`config.mk`:
```
export PLATFORM = sky130hd
export DESIGN_NAME = uart_frame_send
export DESIGN_NICKNAME = d
export VERILOG_FILES = /design/src/rtl/uart_frame_send.sv
export SDC_FILE = /design/constraint.sdc
export NUM_CORES = 1
export LEC_CHECK = 0
export ABC_AREA = 1
export CAP_MARGIN = 20
export CORE_ASPECT_RATIO = 1.2
export CORE_UTILIZATION = 63
export CTS_CLUSTER_DIAMETER = 80
export DETAILED_ROUTE_END_ITERATION = 8
export GPL_TIMING_DRIVEN = 0
export PLACE_DENSITY = 0.85
export SLEW_MARGIN = 20
export SYNTH_ARGS = -nofsm -noshare
export SYNTH_HDL_FRONTEND = slang
export SYNTH_SLANG_ARGS = --single-unit
```
`constraint.sdc`:
```
create_clock -name clk -period 3.48 [get_ports clk]
set_input_delay 0.696 -clock clk [delete_from_list [all_inputs] [get_ports clk]]
set_output_delay 0.696 -clock clk [all_outputs]
set_load 0.1 [all_outputs]
```
`src/rtl/uart_frame_send.sv`:
```
// uart_frame_send: 8N1 UART transmitter that sends one 5-byte command frame per request.
// Frame layout: HEADER, cmd, data[15:8], data[7:0], 8-bit additive checksum.
module uart_frame_send #(
  parameter int unsigned CLK_FREQ = 50000000,
  parameter int unsigned UART_BPS = 9600,
  parameter logic [7:0]  HEADER   = 8'hA5
) (
  input  logic        clk,
  input  logic        rst_n,
  input  logic        send_req,
  input  logic [7:0]  cmd,
  input  logic [15:0] data,
  output logic        busy,
  output logic        frame_done,
  output logic        uart_txd
);

  localparam int unsigned BPS_CNT  = CLK_FREQ / UART_BPS;
  localparam logic [15:0] BPS_LAST = 16'(BPS_CNT - 1);

  typedef enum logic [1:0] {
    IDLE  = 2'd0,
    START = 2'd1,
    DATA  = 2'd2,
    STOP  = 2'd3
  } state_t;

  state_t      state_q, state_d;
  logic [15:0] clk_cnt_q, clk_cnt_d;
  logic [2:0]  bit_cnt_q, bit_cnt_d;
  logic [2:0]  byte_idx_q, byte_idx_d;
  logic        txd_d;
  logic        done_d;
  logic        accept;
  logic        bit_end;
  logic [7:0]  sel_byte;

  logic [7:0]  cmd_q;
  logic [15:0] data_q;
  logic [7:0]  csum_q;

  assign bit_end = (clk_cnt_q == BPS_LAST);

  // Next-state, counter and serial-output logic. uart_txd is registered from the
  // next-state view so the start bit appears on the same edge that accepts a request.
  always_comb begin
    state_d    = state_q;
    clk_cnt_d  = clk_cnt_q;
    bit_cnt_d  = bit_cnt_q;
    byte_idx_d = byte_idx_q;
    done_d     = 1'b0;
    accept     = 1'b0;
    sel_byte   = HEADER;
    txd_d      = 1'b1;

    unique case (state_q)
      IDLE: begin
        if (send_req) begin
          accept     = 1'b1;
          state_d    = START;
          clk_cnt_d  = '0;
          bit_cnt_d  = '0;
          byte_idx_d = '0;
        end
      end
      START: begin
        if (bit_end) begin
          clk_cnt_d = '0;
          state_d   = DATA;
        end else begin
          clk_cnt_d = clk_cnt_q + 16'd1;
        end
      end
      DATA: begin
        if (bit_end) begin
          clk_cnt_d = '0;
          if (bit_cnt_q == 3'd7) begin
            bit_cnt_d = '0;
            state_d   = STOP;
          end else begin
            bit_cnt_d = bit_cnt_q + 3'd1;
          end
        end else begin
          clk_cnt_d = clk_cnt_q + 16'd1;
        end
      end
      STOP: begin
        if (bit_end) begin
          clk_cnt_d = '0;
          if (byte_idx_q == 3'd4) begin
            byte_idx_d = '0;
            state_d    = IDLE;
            done_d     = 1'b1;
          end else begin
            byte_idx_d = byte_idx_q + 3'd1;
            state_d    = START;
          end
        end else begin
          clk_cnt_d = clk_cnt_q + 16'd1;
        end
      end
    endcase

    case (byte_idx_d)
      3'd0:    sel_byte = HEADER;
      3'd1:    sel_byte = cmd_q;
      3'd2:    sel_byte = data_q[15:8];
      3'd3:    sel_byte = data_q[7:0];
      default: sel_byte = csum_q;
    endcase

    unique case (state_d)
      START:   txd_d = 1'b0;
      DATA:    txd_d = sel_byte[bit_cnt_d];
      default: txd_d = 1'b1;
    endcase
  end

  // State, counters and registered outputs.
  always_ff @(posedge clk or negedge rst_n) begin
    if (!rst_n) begin
      state_q    <= IDLE;
      clk_cnt_q  <= '0;
      bit_cnt_q  <= '0;
      byte_idx_q <= '0;
      uart_txd   <= 1'b1;
      busy       <= 1'b0;
      frame_done <= 1'b0;
    end else begin
      state_q    <= state_d;
      clk_cnt_q  <= clk_cnt_d;
      bit_cnt_q  <= bit_cnt_d;
      byte_idx_q <= byte_idx_d;
      uart_txd   <= txd_d;
      busy       <= (state_d != IDLE);
      frame_done <= done_d;
    end
  end

  // Capture command, payload and checksum on acceptance only.
  always_ff @(posedge clk or negedge rst_n) begin
    if (!rst_n) begin
      cmd_q  <= '0;
      data_q <= '0;
      csum_q <= '0;
    end else if (accept) begin
      cmd_q  <= cmd;
      data_q <= data;
      csum_q <= HEADER + cmd + data[15:8] + data[7:0];
    end
  end

endmodule

```
==> flow_metrics.env <==
export IMPL_ant_nets=0
export IMPL_totalWireLength_mm=8.25
export IMPL_tightest_slew_ns=0.960
export IMPL_period_share_pct=95.1
export IMPL_p_leak_nw=2.15
export IMPL_crit_slowest_cell="fa_1"
export IMPL_finClkSkew_ns=0.00906
export IMPL_cp_num_buf_inv=1
export IMPL_clock_sinks=59
export IMPL_setup_viol=0
export IMPL_synth_area_mm2=0.00378
export IMPL_synthArstFlopShare_pct=100
export IMPL_diodes=0
export IMPL_final_max_slew_viol_count=0
export IMPL_start_util_pct=66.2
export IMPL_worstSetupPathType="in2reg"
export IMPL_relSlewSlack_pct=35.8
export IMPL_cts_buffer_depth=2
export IMPL_pin_count=30
export IMPL_crit_chain="clkdlybuf4s50_1, fa_1, ha_1, ha_1, fa_1, a21oi_1, o21bai_1, nand2_1, nand2_1, a21oi_1, xor2_1, o21ai_0"
export IMPL_post_cts_repair_setup_buffers=0
export IMPL_yosysTopAreaCell="dfrtp_1"
export IMPL_antenna_found_initial=0
export IMPL_hp_class="in2async"
export IMPL_crit_family="adder cells"
export IMPL_setup_tns_ns=0
export IMPL_hold_worst_slack_ns=0.408
export IMPL_synth_avg_cell_area_um2=7.71
export IMPL_synth_area_leaders="dfrtp_1 38%, nand2_1 14%, ha_1 7.9%"
export IMPL_max_clock_freq_mhz=302
export IMPL_power_mw=2.43
export IMPL_grt_pass1_wl_mm=14.0
export IMPL_clk_latency_ns=0.34
export IMPL_fp_dieH_um=86.9
export IMPL_power_density_mw_per_mm2=562
export IMPL_place_hpwl_mm=6.26
export IMPL_yosysMostFrequentCell="nand2_1"
export IMPL_cts_tree="yes"
export IMPL_drive_above_1_share_pct=8.04
export IMPL_drt_iter0_markers=224
export IMPL_synth_edf_count=0
export IMPL_syn_inst=490
export IMPL_syn_nets=548
export IMPL_fin_nets=588
export IMPL_synth_top_cell_area_share_pct=38.4
export IMPL_avgViaCountPerCell=5.38
export IMPL_grt_max_degree=60
export IMPL_slowest_delay_ns=0.50
export IMPL_drt_wirelength_per_cell_um=13.4
export IMPL_synth_distinct_cells=39
export IMPL_dr_pass1_iters=5
export IMPL_rows=30
export IMPL_port_buffers=29
export IMPL_ys_warn_count=0
export IMPL_hold_viol_final=0
export IMPL_period_minus_slack_ns=3.31
export IMPL_grtUsageTotal_pct=29.4
export IMPL_grt_pass1_vias=3163
export IMPL_status="complete, no violations"
export IMPL_crit_required_ns=3.68
export IMPL_ctsResizeCount=0
export IMPL_drv_cap=0
export IMPL_cts_hold_buf=0
export IMPL_critPathLaunch="cmd[1]"
export IMPL_cts_inserted_buffers=9
export IMPL_irDropWorstVdd_uv=418
export IMPL_synth_common_cells="136 x nand2_1, 61 x inv_1, 58 x dfrtp_1"
export IMPL_crit_arrival_ns=3.51
export IMPL_synthToLayoutAreaGrowth_pct=14.5
export IMPL_htreeDepth=3
export IMPL_grt_overflow_total=0
export IMPL_drc_errors=0
export IMPL_rsz0062_at_grt="no"
export IMPL_yosysSeqAreaShare_pct=39.1
export IMPL_critPathMaxFanout=3
export IMPL_stdcell_count=615
export IMPL_crit_path_start_kind="primary input"
export IMPL_dieWidth_um=72.7
export IMPL_worst_setup_path_end_kind="flop"
export IMPL_synth_ff_type="dfrtp_1"
export IMPL_core_mm2=0.00571
export IMPL_dieArea_mm2=0.00631
export IMPL_dp_cells=599
export IMPL_vias=3307
export IMPL_ys_ff_latch=59
export IMPL_r2r_start="state_q[0]$_DFF_PN0_"
export IMPL_gp_congestion=0.910
export IMPL_cts_clk_slew_worst_paths_ns=0.07
export IMPL_clock_root_buffer="clkbuf_8"
==> final timing paths <==
path	cells past startpoint	to	slack [ns]
setup / recovery	12	csum_q[7]$_DFFE_PN0P_	0.17
max in group asynchronous	1	data_q[3]$_DFFE_PN0P_	2.57
min in group clk	2	data_q[4]$_DFFE_PN0P_	0.48
hold reg to reg	2	data_q[4]$_DFFE_PN0P_	0.48
setup reg to reg	19	uart_txd$_DFF_PN1_	0.97
hold / removal	1	clk_cnt_q[6]$_DFFE_PN0P_	0.41
==> cell usage in the layout, fill, tap and decap left out, types with 4 or more instances in the layout <==
cell / instances
a21oi_1: 18
a31oi_1: 4
clkbuf_1: 13
clkbuf_8: 10
clkdlybuf4s50_1: 28
dfrtp_1: 58
fa_1: 7
ha_1: 24
inv_1: 61
inv_2: 5
nand2_1: 136
nand2_2: 5
nand2_4: 4
nand3_1: 35
nor2_1: 48
nor2_2: 5
nor2_4: 5
nor3_1: 7
o21ai_0: 27
xnor2_1: 4
xor2_1: 6
==> stage by stage <==
step | setup slack [ns] | instance area, µm² | utilization [%]
after floorplan | 0.597 | 3780 | -
after global placement | -0.0845 | 4170 | 73.1
after detailed placement | -0.179 | 4170 | 73.0
after CTS | 0.170 | 4330 | 75.9
after global routing | 0.0548 | 4330 | 75.9
final | 0.170 | 4330 | 75.9
==> metal layers <==
metal / vias up / share of wire, % / routed length (µm) / GRT usage [%]
li1: 1639 / - / - / -
met1: 1539 / 41 / 3370 / 34.3
met2: 104 / 52 / 4280 / 51.2
met3: 25 / 4.2 / 348 / 7.18
met4: 0 / 3.1 / 252 / 12.7
met5: - / 0 / 0 / 0
==> sequential cells by signal, indices dropped and copies added, names as in the netlist <==
register and cells:
clk_cnt_q 16, uart_txd 1, bit_cnt_q 3, data_q 16, busy 1, csum_q 8, state_q 2, byte_idx_q 3
frame_done 1, cmd_q 8
==> logic make-up (layout without fill, tap and decap cells) <==
group           after synthesis  in the layout  share of synthesized area (%)
buf+inv                      77            122                           8.14
xor+xnor                     10             10                           2.32
compound gates               59             59                           8.91
flops                        59             59                           39.1
simple gates                254            254                           29.9
fa+ha+maj                    31             31                           11.7
==> where the power goes <==
group          internal (mW)  switching (mW)  leakage (nW)
registers              0.909           0.135         0.763
logic                  0.290           0.565          1.31
clock network          0.280           0.254        0.0790
==> final cells by class <==
type | instances | area, µm²
buffer | 9 | 52.6
clock buffer | 16 | 160
fill | 438 | 1380
inverter | 68 | 255
multi-input combinational | 354 | 1990
sequential | 59 | 1480
tap | 80 | 100
timing repair buffer | 29 | 288
Power figures use the tool's default switching activity.
